[config.mk]
export PLATFORM = sky130hd
export DESIGN_NAME = apb5_requester
export DESIGN_NICKNAME = d
export VERILOG_FILES = /design/src/rtl/apb5_requester.sv
export SDC_FILE = /design/constraint.sdc
export NUM_CORES = 1
export LEC_CHECK = 0
export BUFFER_PORTS_ARGS = -buffer_cell sky130_fd_sc_hd__buf_4
export CAP_MARGIN = 20
export CORE_ASPECT_RATIO = 1.25
export CORE_UTILIZATION = 44
export CTS_CLUSTER_SIZE = 8
export DETAILED_ROUTE_END_ITERATION = 10
export MAX_ROUTING_LAYER = met4
export PLACE_DENSITY_LB_ADDON = 0.2
export SLEW_MARGIN = 30
export SYNTH_ARGS = -nofsm -noshare
export SYNTH_HDL_FRONTEND = slang
export SYNTH_SLANG_ARGS = --single-unit
[constraint.sdc]
create_clock -name pclk -period 2.1 [get_ports pclk]
set_clock_uncertainty 0.15 [all_clocks]
set_input_delay 0.105 -clock pclk [delete_from_list [all_inputs] [get_ports pclk]]
set_output_delay 0.105 -clock pclk [all_outputs]
set_load 0.03 [all_outputs]
[src/rtl/apb5_requester.sv]
// apb5_requester: APB5 requester (master side of the APB5 interface).
// Converts a valid/ready command stream into single APB5 transfers
// (SETUP then ACCESS), waits for pready and returns read data and status
// on a valid/ready response stream.
//
// Ports:
//   pclk, preset                  clock, synchronous active-high reset
//   cmd_*                         command stream (valid/ready), one transfer each
//   rsp_*                         response stream (valid/ready)
//   paddr..pwuser, pwakeup        APB5 requester outputs
//   pready..pbuser                APB5 completer responses
//
// Optional feature: define APB5_REQUESTER_TIMEOUT_EN to enable the ACCESS
// watchdog. It aborts a transfer after TIMEOUT_CYCLES wait cycles and reports
// rsp_err=1 with rsp_timeout=1. Without the macro, ACCESS waits indefinitely
// and rsp_timeout is tied low.
module apb5_requester #(
    parameter int ADDR_WIDTH      = 32,
    parameter int DATA_WIDTH      = 32,   // 8, 16 or 32
    parameter int USER_REQ_WIDTH  = 1,
    parameter int USER_DATA_WIDTH = 1,
    parameter int USER_RESP_WIDTH = 1,
    parameter int TIMEOUT_CYCLES  = 256
) (
    input  logic                       pclk,
    input  logic                       preset,
    // command stream
    input  logic                       cmd_valid,
    output logic                       cmd_ready,
    input  logic [ADDR_WIDTH-1:0]      cmd_addr,
    input  logic                       cmd_write,
    input  logic [DATA_WIDTH-1:0]      cmd_wdata,
    input  logic [DATA_WIDTH/8-1:0]    cmd_strb,
    input  logic [2:0]                 cmd_prot,
    input  logic                       cmd_nse,
    input  logic [USER_REQ_WIDTH-1:0]  cmd_auser,
    input  logic [USER_DATA_WIDTH-1:0] cmd_wuser,
    // response stream
    output logic                       rsp_valid,
    input  logic                       rsp_ready,
    output logic [DATA_WIDTH-1:0]      rsp_rdata,
    output logic                       rsp_err,
    output logic [USER_DATA_WIDTH-1:0] rsp_ruser,
    output logic [USER_RESP_WIDTH-1:0] rsp_buser,
    output logic                       rsp_timeout,
    // APB5 requester outputs
    output logic [ADDR_WIDTH-1:0]      paddr,
    output logic [2:0]                 pprot,
    output logic                       pnse,
    output logic                       pselx,
    output logic                       penable,
    output logic                       pwrite,
    output logic [DATA_WIDTH-1:0]      pwdata,
    output logic [DATA_WIDTH/8-1:0]    pstrb,
    output logic                       pwakeup,
    output logic [USER_REQ_WIDTH-1:0]  pauser,
    output logic [USER_DATA_WIDTH-1:0] pwuser,
    // APB5 completer responses
    input  logic                       pready,
    input  logic [DATA_WIDTH-1:0]      prdata,
    input  logic                       pslverr,
    input  logic [USER_DATA_WIDTH-1:0] pruser,
    input  logic [USER_RESP_WIDTH-1:0] pbuser
);

    typedef enum logic [1:0] {S_IDLE, S_SETUP, S_ACCESS, S_RESP} state_t;

    state_t                     state_q, state_d;
    logic [ADDR_WIDTH-1:0]      paddr_q, paddr_d;
    logic [2:0]                 pprot_q, pprot_d;
    logic                       pnse_q, pnse_d;
    logic                       pwrite_q, pwrite_d;
    logic [DATA_WIDTH-1:0]      pwdata_q, pwdata_d;
    logic [DATA_WIDTH/8-1:0]    pstrb_q, pstrb_d;
    logic [USER_REQ_WIDTH-1:0]  pauser_q, pauser_d;
    logic [USER_DATA_WIDTH-1:0] pwuser_q, pwuser_d;
    logic [DATA_WIDTH-1:0]      rsp_rdata_q, rsp_rdata_d;
    logic                       rsp_err_q, rsp_err_d;
    logic [USER_DATA_WIDTH-1:0] rsp_ruser_q, rsp_ruser_d;
    logic [USER_RESP_WIDTH-1:0] rsp_buser_q, rsp_buser_d;
    logic                       accept;
    logic                       tmo_hit;

`ifdef APB5_REQUESTER_TIMEOUT_EN
    localparam int CNT_W = $clog2(TIMEOUT_CYCLES + 1);
    logic [CNT_W-1:0] cnt_q, cnt_d;
    logic             rsp_timeout_q, rsp_timeout_d;

    // Limit is hit in the ACCESS cycle whose pready=0 would bring the count
    // to TIMEOUT_CYCLES; a pready in that same cycle still completes normally.
    assign tmo_hit     = (state_q == S_ACCESS) && !pready &&
                         (cnt_q == CNT_W'(TIMEOUT_CYCLES - 1));
    assign rsp_timeout = rsp_timeout_q;
`else
    assign tmo_hit     = 1'b0;
    assign rsp_timeout = 1'b0;
`endif

    assign accept = cmd_valid && cmd_ready;

    // State and datapath registers
    always_ff @(posedge pclk) begin
        if (preset) begin
            state_q     <= S_IDLE;
            paddr_q     <= '0;
            pprot_q     <= '0;
            pnse_q      <= 1'b0;
            pwrite_q    <= 1'b0;
            pwdata_q    <= '0;
            pstrb_q     <= '0;
            pauser_q    <= '0;
            pwuser_q    <= '0;
            rsp_rdata_q <= '0;
            rsp_err_q   <= 1'b0;
            rsp_ruser_q <= '0;
            rsp_buser_q <= '0;
`ifdef APB5_REQUESTER_TIMEOUT_EN
            cnt_q         <= '0;
            rsp_timeout_q <= 1'b0;
`endif
        end else begin
            state_q     <= state_d;
            paddr_q     <= paddr_d;
            pprot_q     <= pprot_d;
            pnse_q      <= pnse_d;
            pwrite_q    <= pwrite_d;
            pwdata_q    <= pwdata_d;
            pstrb_q     <= pstrb_d;
            pauser_q    <= pauser_d;
            pwuser_q    <= pwuser_d;
            rsp_rdata_q <= rsp_rdata_d;
            rsp_err_q   <= rsp_err_d;
            rsp_ruser_q <= rsp_ruser_d;
            rsp_buser_q <= rsp_buser_d;
`ifdef APB5_REQUESTER_TIMEOUT_EN
            cnt_q         <= cnt_d;
            rsp_timeout_q <= rsp_timeout_d;
`endif
        end
    end

    // Next state and next datapath values
    always_comb begin
        state_d     = state_q;
        paddr_d     = paddr_q;
        pprot_d     = pprot_q;
        pnse_d      = pnse_q;
        pwrite_d    = pwrite_q;
        pwdata_d    = pwdata_q;
        pstrb_d     = pstrb_q;
        pauser_d    = pauser_q;
        pwuser_d    = pwuser_q;
        rsp_rdata_d = rsp_rdata_q;
        rsp_err_d   = rsp_err_q;
        rsp_ruser_d = rsp_ruser_q;
        rsp_buser_d = rsp_buser_q;
`ifdef APB5_REQUESTER_TIMEOUT_EN
        cnt_d         = cnt_q;
        rsp_timeout_d = rsp_timeout_q;
`endif
        unique case (state_q)
            S_IDLE: begin
                if (accept) begin
                    paddr_d  = cmd_addr;
                    pprot_d  = cmd_prot;
                    pnse_d   = cmd_nse;
                    pwrite_d = cmd_write;
                    pauser_d = cmd_auser;
                    pwuser_d = cmd_wuser;
                    // Reads carry no strobes and leave pwdata untouched to
                    // avoid needless toggling on the bus.
                    pstrb_d  = cmd_write ? cmd_strb : '0;
                    if (cmd_write) begin
                        pwdata_d = cmd_wdata;
                    end
                    state_d  = S_SETUP;
                end
            end
            S_SETUP: begin
`ifdef APB5_REQUESTER_TIMEOUT_EN
                cnt_d = '0;
`endif
                state_d = S_ACCESS;
            end
            S_ACCESS: begin
                if (pready) begin
                    rsp_rdata_d = pwrite_q ? '0 : prdata;
                    rsp_err_d   = pslverr;
                    rsp_ruser_d = pruser;
                    rsp_buser_d = pbuser;
`ifdef APB5_REQUESTER_TIMEOUT_EN
                    rsp_timeout_d = 1'b0;
`endif
                    state_d     = S_RESP;
                end else if (tmo_hit) begin
                    rsp_rdata_d = '0;
                    rsp_err_d   = 1'b1;
                    rsp_ruser_d = '0;
                    rsp_buser_d = '0;
`ifdef APB5_REQUESTER_TIMEOUT_EN
                    rsp_timeout_d = 1'b1;
`endif
                    state_d     = S_RESP;
                end else begin
`ifdef APB5_REQUESTER_TIMEOUT_EN
                    cnt_d = cnt_q + CNT_W'(1);
`endif
                end
            end
            S_RESP: begin
                if (rsp_ready) begin
                    state_d = S_IDLE;
                end
            end
            default: state_d = S_IDLE;
        endcase
    end

    // Outputs decoded from state and registers
    always_comb begin
        cmd_ready = (state_q == S_IDLE) && !preset;
        pselx     = (state_q == S_SETUP) || (state_q == S_ACCESS);
        penable   = (state_q == S_ACCESS);
        rsp_valid = (state_q == S_RESP);
        pwakeup   = cmd_valid || (state_q != S_IDLE);
        paddr     = paddr_q;
        pprot     = pprot_q;
        pnse      = pnse_q;
        pwrite    = pwrite_q;
        pwdata    = pwdata_q;
        pstrb     = pstrb_q;
        pauser    = pauser_q;
        pwuser    = pwuser_q;
        rsp_rdata = rsp_rdata_q;
        rsp_err   = rsp_err_q;
        rsp_ruser = rsp_ruser_q;
        rsp_buser = rsp_buser_q;
    end

endmodule

==> results of run 1 <==
-- per-layer routing --
| metal | GRT usage, % | vias to the layer above |
|---|---|---|
| li1 | - | 2268 |
| met1 | 29.6 | 2140 |
| met2 | 49.1 | 212 |
| met3 | 5.44 | 48 |
| met4 | 15.7 | 0 |
| met5 | - | - |
-- cell families after synthesis --
kind of cell	synth area share [%]
and+or+nand+nor	28.9
DFF	53.8
AOI/OAI and AO/OA	9.82
buffers and inverters	5.94
adders and majority gates	1.20
muxes	0.240
other	0.0900
-- cells in the final DEF (no fill, tap or decap), types with 3 or more instances in the layout --
master,synthesis,layout
buf_4,5,239
nand3_1,38,38
nand3b_1,32,32
inv_1,3,3
a21oi_1,63,63
nand2_1,181,181
nor2b_1,4,4
ha_1,4,4
a32o_1,4,4
dfxtp_1,112,112
clkbuf_8,0,4
clkbuf_16,0,9
a21oi_2,5,5
dlygate4sd3_1,0,109
-- cell usage after synthesis (3+ instances only) --
master	instances	area, um2
buf_12	3	60.1
a32o_1	4	40.0
nand2_1	181	679
dfxtp_1	112	2240
inv_1	3	11.3
clkbuf_1	17	63.8
a21oi_2	5	43.8
buf_4	5	37.5
a21oi_1	63	315
ha_1	4	50.1
nand3b_1	32	240
buf_2	12	60.1
nor2b_1	4	25.0
nand3_1	38	190
-- through the flow --
step | worst slack (ns) | utilization [%] | cell area, um2 | total power (uW) | std cells
final | 0.273 | 79.7 | 7310 | 6430 | 946
after global placement | 0.363 | 64.3 | 5900 | 4470 | 821
after floorplan | 0.410 | - | 4170 | 3750 | 496
after detailed placement | 0.284 | 64.3 | 5900 | 4520 | 821
after CTS | 0.267 | 79.7 | 7310 | 6450 | 946
after global routing | 0.115 | 79.7 | 7310 | 6730 | 946
-- cell type report --
type,count,area (um2)
Clock buffer,14,284
Multi-Input combinational cell,342,1680
Tap cell,123,154
Inverter,4,15.0
Fill cell,592,1860
Timing Repair Buffer,349,2910
Sequential cell,112,2240
Clock inverter,2,35.0
-- timing repair --
item	in CTS	in global routing
hold buffers	109	0
endpoints found under the hold margin	109	0
gates resized for setup	0	0
-- power by group --
part | internal [uW] | switching (uW)
clock network | 1050 | 715
logic | 865 | 1230
registers | 2410 | 163
total | 4330 | 2110
-- worst min path at each step --
| stage | start | to | slack, ns | depth (start not counted) |
|---|---|---|---|---|
| global route | preset | rsp_rdata[4] | 0.06 | 2 |
| CTS | preset | pwrite | 0.02 | 2 |
| global placement | cmd_wuser | pwuser | 0.14 | 3 |
| detailed placement | cmd_addr[20] | paddr[20] | 0.14 | 3 |
| finish | preset | pwrite | 0.03 | 2 |
| floorplan | cmd_addr[0] | paddr[0] | 0.05 | 2 |
-- sequential cells by signal, indices dropped and copies added, names as in the netlist --
signal     count
pwdata        32
pstrb          4
pwrite         1
rsp_err        1
pwuser         1
rsp_buser      1
paddr         32
state_q        2
pprot          3
pnse           1
rsp_rdata     32
rsp_ruser      1
pauser         1
==> run summary, run 1 <==
Worst setup path start: state_q[0]
Worst Tran Pin Value: 0.541 ns
Post-synth EDFFs: 0
Max-slew violations: 0
Yosys reg bits: 112
Worst r2r src: state_q[0]
Total wire length: 13700 um
CP Cell Sequence: inv_1, ha_1, nand3b_4, buf_4, nand3_1, nand2_1
Clock root cell: clkbuf_16
Post-synth ARST share: 0%
Setup CP Type: flip-flop to flip-flop
Post-synth cell types: 27
Vias/cell: 4.93
Final Setup Violations: 0
Crit path arrival time: 1.90 ns
Ys flop type: dfxtp_1
Starting Density: 45.4%
Peak supply drop: 0.601 mV
Slew HR: 63.8%
Cells after Synth: 496
R2r endpoint: paddr[9]
Placer Congestion: 0.804
Pwr/cell area: 880 mW/mm2
Average wire per standard cell: 14.5 um
Mapped Area: 0.00417 mm2
Pre-antenna DRT Iters: 4
R2r setup slk: 0.27 ns
Clock buffer depth: 2
Die Wd: 89.1 um
Clk_lat worst skew: 0.34 ns
Metal2 WL: 6970 um
Worst path slowest cell: nand3b_4
Via count: 4668
Die H: 111 um
Antenna cells: 0
Port bufs: 229
IO Pins: 231
CP Buf/Inv Count: 2
Outcome: completed
Row cnt: 39
Routed Antenna Nets: 0
Share of layout cells above drive strength 1: 31.8%
Clk slew on worst S/H paths: 0.07 ns
Ys Warns: 0
Core Area: 0.00917 mm2
Peak Freq: 547 MHz
Required @ worst endpoint: 2.18 ns
Die ar.: 0.00987 mm2
Vias in the first global route: 4724
Final Cycle Share: 87.0%
H-tree depth: 3
Postcts setup bufs: 0
Worst Setup EP: paddr[9]
Uppermost layer routed: met4
R2R depth: 6
Worst hold path class: input port to flip-flop
Mapped Nets: 615
Starting DRT DRC Count: 185
Residual DRC count: 0
First-pass GRT wire length: 21300 um
Worst path max stage delay: 0.37 ns
Static leakage: 0.00335 uW
CTS tree: built
Max-Cap Viols: 0
Sequential area share after synthesis: 53.8%
Setup TNS Final: 0 ns
DRT met1 WL: 5160 um
Met3 wire length: 977 um
Crit-path max FO: 38
Post-synthesis average cell area: 8.40 um2
Final nets: 937
Largest net degree at the start of global routing: 41
Clock sink count: 112
HPWL after DPL: 8360 um
Antenna violations before repair: 0
Top Family by Delay on Critical Path: simple AND/OR/NAND/NOR gates
Final hold violations: 0
WP depth: 6
Grt ovf: 0
GRT Overall Usage: 28.4%
Critical Path Sink Type: flip-flop
Critical Path Source Type: flip-flop
TritonCTS Buffers: 9
Post-route minimum period: 1.83 ns
Worst hold slack: 0.0296 ns
RSZ-0062 raised after global routing: no
Area grow syn2layout: 75.5%
No activity file was read; power rests on OpenSTA's default activity.
==> run 2: changes to the inputs <==
--- a/config.mk
+++ b/config.mk
@@ -5,9 +5,11 @@
 export SDC_FILE = /design/constraint.sdc
 export NUM_CORES = 1
 export LEC_CHECK = 0
+export ABC_AREA = 1
 export BUFFER_PORTS_ARGS = -buffer_cell sky130_fd_sc_hd__buf_4
 export CAP_MARGIN = 20
 export CORE_ASPECT_RATIO = 1.25
+export CORE_MARGIN = 3
 export CORE_UTILIZATION = 44
 export CTS_CLUSTER_SIZE = 8
 export DETAILED_ROUTE_END_ITERATION = 10
==> run 2 against run 1 <==
  * Register-to-register slack worse by 0.04 ns
  * Maximum frequency fell by 6.5%
  * Sequential cell count stayed put
  * Worst hold slack better by 0.023 ns
  * Sequential power rose by 2%
  * Die area increased by 5.8%
  * Via count is 5.1% higher
  * Clock power shrank 32%
  * Sequential share of layout area rose by 0.80 points
  * Critical endpoint is now cmd_ready
  * Largest power group unchanged
==> run summary, run 2 <==
Post-synth EDFFs: 0
H-tree depth: 3
Largest family of logic cells by synthesized area: simple AND/OR/NAND/NOR gates
Most common cell after layout, fill and taps aside: buf_4
Die ar.: 0.0104 mm2
Final Setup Violations: 0
Mux cell area share after synthesis: 0%
IO Pins: 231
Via count: 4907
Mapped Nets: 638
Compound-Gate Fraction of Synth Area: 9.10%
Final Cycle Share: 93.0%
Core Area: 0.00884 mm2
Post-Layout Cell Count: 963
Clock root cell: clkbuf_8
Slew HR: 52.4%
Mapped Area: 0.00407 mm2
Row cnt: 38
Post-synth ARST share: 0%
Starting DRT DRC Count: 269
Clock buffer depth: 2
Setup CP Type: flip-flop to output port
Antenna cells: 0
Die Wd: 92.0 um
Count leader, synth: dfxtp_1
Port bufs: 229
R2R depth: 7
Required @ worst endpoint: 1.85 ns
RSZ-0062 raised after global routing: no
Outcome: completed
Peak Freq: 512 MHz
Critical Path Sink Type: output port
Pwr/cell area: 898 mW/mm2
TritonCTS Buffers: 9
Fillcell total: 567
GRT Overall Usage: 29.5%
Sequential area share after synthesis: 55.1%
Post-Layout Inst Area: 0.00713 mm2
Vias/cell: 5.10
Cells after Synth: 519
Synth top cells by count: dfxtp_1 (112), nand3_1 (110), nand2_1 (86), nor2_1 (77), a21oi_1 (38)
Total wire length: 15200 um
Area share of the largest cell type after synthesis: 55.1%
Peak supply drop: 0.605 mV
Utilization after layout: 80.6%
Setup TNS Final: 0 ns
Crit-path max FO: 39
Area grow syn2layout: 75.2%
Worst hold slack: 0.0526 ns
Synth area leader: dfxtp_1
Synth Area in Adders: 1.23%
Ys flop type: dfxtp_1
Most frequent cells in the layout: buf_4 (237), dfxtp_1 (112), nand3_1 (110), dlygate4sd3_1 (110), nand2_1 (86)
Die H: 114 um
Antenna violations before repair: 0
First-pass GRT wire length: 24000 um
XOR/XNOR share of the synthesized area: 0%
Clk_lat worst skew: 0.36 ns
Largest net degree at the start of global routing: 77
Critical Path Source Type: flip-flop
Share of layout cells above drive strength 1: 30.5%
Pre-antenna DRT Iters: 5
HPWL after DPL: 8900 um
CTS tree: built
Post-synthesis average cell area: 7.84 um2
Starting Density: 46.0%
Ys Warns: 0
Crit path arrival time: 1.70 ns
Clock sink count: 112
Area contributors post-synth: dfxtp_1 (55%), nand3_1 (14%), nand2_1 (7.9%)
Clk slew on worst S/H paths: 0.10 ns
Final nets: 957
Vias in the first global route: 5072
Final hold violations: 0
Area after DPL: 0.00584 mm2
Routed Antenna Nets: 0
Placed Instances: 837
Grt ovf: 0
Postcts setup bufs: 0
Hold Path Stages: 5
Yosys reg bits: 112
Static leakage: 0.00342 uW
Post-route minimum period: 1.95 ns
Average wire per standard cell: 15.8 um
Synth Area in Simple Gates: 29.1%
Residual DRC count: 0
Max-Cap Viols: 0
Worst Tran Pin Value: 0.713 ns
Post-synth cell types: 18
Placer Congestion: 0.798
Max-slew violations: 0
Worst hold path class: input port to flip-flop
## run 2: power breakdown
part / total (uW) / internal (uW) / switching (uW)
sequential: 2610 / 2440 / 176
combinational: 2580 / 979 / 1600
clock: 1200 / 530 / 674
## run 2: area by class of cell
type                    count  area [um2]  share of cell area (%)
multi-input cells         354        1610                    22.6
well taps                 120         150                    2.11
inverters                  13        48.8                   0.685
repair buffers            348        2890                    40.6
flip-flops and latches    112        2240                    31.5
clock buffers              14         173                    2.42
clock inverters             2        12.5                   0.176
## run 2: per-stage QoR
| step | power (uW) | setup WS, ns |
|---|---|---|
| 2_1_floorplan | 4100 | 0.361 |
| 3_3_place_gp | 4970 | 0.356 |
| 3_5_place_dp | 5020 | 0.263 |
| 4_1_cts | 6390 | 0.0395 |
| 5_1_grt | 6720 | 0.0318 |
| 6_report | 6400 | 0.146 |
## run 2: per-layer routing
| layer | track usage [%] | up-vias | part of all wire, % | wire length [um] |
|---|---|---|---|---|
| met2 | 52.3 | 226 | 52 | 7890 |
| met5 | - | - | 0 | 0 |
| met4 | 17.1 | 0 | 4.5 | 687 |
| met3 | 5.80 | 50 | 6.3 | 962 |
| li1 | - | 2345 | - | - |
| met1 | 30.1 | 2286 | 37 | 5660 |
## run 2: what timing repair did
action / in CTS / in global routing
hold endpoints to repair: 110 / 0
resized for setup: 0 / 1
endpoints found under the setup margin: 0 / 1
hold buffers: 110 / 0
## run 2: critical path, stage by stage (launching register included)
cell and delay, ns:
dfxtp_1 0.33, inv_1 0.10, ha_1 0.23, inv_1 0.08, nor2_2 0.09, buf_6 0.27, buf_4 0.23
## run 2: final timing paths
path / start / to / slack (ns)
setup / recovery: state_q[0] / cmd_ready / 0.15
setup reg to reg: state_q[0] / pwdata[0] / 0.23
hold / removal: cmd_write / pwdata[5] / 0.05
hold reg to reg: paddr[15] / paddr[15] / 0.32
## run 2: kinds of logic (layout without fill, tap and decap cells)
logic type      count (synthesis)  in the layout
compound gates                 74             74
simple gates                  275            275
flops                         112            112
fa+ha+maj                       4              4
buf+inv                        53            377
other cells                     1              1
==> run 3: changes to the inputs <==
--- a/config.mk
+++ b/config.mk
@@ -5,7 +5,6 @@
 export SDC_FILE = /design/constraint.sdc
 export NUM_CORES = 1
 export LEC_CHECK = 0
-export ABC_AREA = 1
 export BUFFER_PORTS_ARGS = -buffer_cell sky130_fd_sc_hd__buf_4
 export CAP_MARGIN = 20
 export CORE_ASPECT_RATIO = 1.25
==> run 3 against run 2 <==
  * Critical endpoint unchanged
  * Register-to-register slack improved by 0.03 ns
  * Final cell count fell by 1.6%
  * Worst setup slack got worse by 0.038 ns
  * Sequential cell count unchanged
  * Power rose by 0.12%
  * Core utilization fell by 0.95 points
  * Worst hold slack improved by 0.029 ns
  * Critical path type is now input port to output port
  * Routed wire length is 2.3% lower
  * Count of clock-buffer cells in the layout shrank 1
==> run summary, run 3 (synthesis gave the netlist of run 1 again) <==
Clock root cell: clkbuf_16
Setup CP Type: input port to output port
Crit path arrival time: 1.74 ns
Static leakage: 0.00334 uW
Via count: 4713
Vias/cell: 4.97
Setup ws final: 0.108 ns
Core Area: 0.00917 mm2
Outcome: completed
Clock sink count: 112
Antenna violations before repair: 0
Residual DRC count: 0
Postcts setup bufs: 0
Average wire per standard cell: 15.7 um
Share of layout cells above drive strength 1: 31.7%
Port bufs: 229
CP Buf/Inv Count: 4
Worst Tran Pin Value: 0.733 ns
CP Cell Sequence: dlygate4sd3_1, buf_4, buf_4, nor2b_1, buf_4
Row cnt: 39
Die H: 115 um
Comb pwr share: 33.3%
Worst hold path class: input port to flip-flop
First-pass GRT wire length: 23200 um
H-tree depth: 3
Peak Freq: 502 MHz
Critical Path Source Type: input port
Pre-antenna DRT Iters: 4
Starting DRT DRC Count: 216
TritonCTS Buffers: 9
Clock buffer depth: 2
Utilization after layout: 79.7%
Worst slack, placed: 0.301 ns
Clk_lat worst skew: 0.33 ns
Total wire length: 14900 um
Crit-path max FO: 45
Max-Cap Viols: 0
Area grow syn2layout: 75.3%
Max-slew violations: 0
Top Family by Delay on Critical Path: buffers and inverters
Worst path max stage delay: 0.53 ns
Clk slew on worst S/H paths: 0.07 ns
GRT Overall Usage: 28.2%
HPWL after DPL: 8890 um
Int Pwr: 4260 uW
Final hold violations: 0
Die ar.: 0.0107 mm2
Most used cell, CP: buf_4
Fillcell total: 596
Most frequent cells in the layout: buf_4 (239), nand2_1 (181), dfxtp_1 (112)
Placer Congestion: 0.769
Final Cycle Share: 94.9%
Grt ovf: 0
Post-CTS sizing: 0
Routed Antenna Nets: 0
Required @ worst endpoint: 1.85 ns
IO Pins: 231
Worst hold slack: 0.0816 ns
Post-route minimum period: 1.99 ns
Setup TNS Final: 0 ns
Critical Path Sink Type: output port
CTS tree: built
Pwr/cell area: 877 mW/mm2
Net Switching: 2140 uW
Clk pwr share: 26.7%
Most common cell after layout, fill and taps aside: buf_4
Die Wd: 93.1 um
Flop pwr share: 40.0%
RSZ-0062 raised after global routing: no
Final Setup Violations: 0
Largest net degree at the start of global routing: 46
Peak supply drop: 0.635 mV
Final nets: 938
Slew HR: 51.0%
Vias in the first global route: 4893
Starting Density: 45.4%
Switching Fraction: 33.4%
Worst path slowest cell: dlygate4sd3_1
-- run 3: through the flow --
stage	cells	power, uW	instance area [um2]
floorplan	496	3750	4170
global placement	821	4490	5900
detailed placement	821	4540	5900
CTS	947	6390	7300
global route	947	6690	7300
finish	948	6410	7310
-- run 3: worst min-delay path, cell delays in order --
cell and delay [ns]:
buf_4 0.12, nor2b_1 0.10, nor3_1 0.08, mux2i_1 0.11
-- run 3: layer usage --
| metal | global-route usage, % | vias up | part of all wire, % | routed length (um) |
|---|---|---|---|---|
| met3 | 5.76 | 54 | 6.7 | 1000 |
| met5 | - | - | 0 | 0 |
| met1 | 29.0 | 2181 | 38 | 5580 |
| met2 | 50.1 | 211 | 51 | 7560 |
| met4 | 15.0 | 0 | 4.8 | 706 |
| li1 | - | 2267 | - | - |
-- run 3: power by group through the flow --
stage	Clock [uW]	Sequential [uW]	Combinational [uW]
floorplan	0	3120	634
global placement	0	2590	1900
detailed placement	0	2600	1930
CTS	1730	2560	2100
global route	1820	2600	2270
finish	1710	2570	2130
-- run 3: worst paths after layout --
kind              depth (start not counted)  slack, ns             to           from
hold / removal                            4       0.08     state_q[1]         pready
hold reg to reg                           2       0.30  rsp_rdata[29]  rsp_rdata[29]
setup / recovery                          5       0.11      cmd_ready         preset
setup reg to reg                          5       0.26     state_q[0]     state_q[0]
-- run 3: cell type report --
| type | instances | area (um2) | area share, % |
|---|---|---|---|
| Clock inverter | 3 | 40.0 | 0.548 |
| Inverter | 4 | 15.0 | 0.205 |
| Multi-Input combinational cell | 342 | 1680 | 23.0 |
| Tap cell | 123 | 154 | 2.11 |
| Antenna cell | 1 | 2.50 | 0.0342 |
| Timing Repair Buffer | 350 | 2920 | 39.9 |
| Sequential cell | 112 | 2240 | 30.7 |
| Clock buffer | 13 | 260 | 3.56 |
-- run 3: repair_timing --
| action | 4_1_cts | 5_1_grt |
|---|---|---|
| endpoints found under the setup margin | 0 | 0 |
| endpoints found under the hold margin | 110 | 0 |
| hold buffers | 110 | 0 |
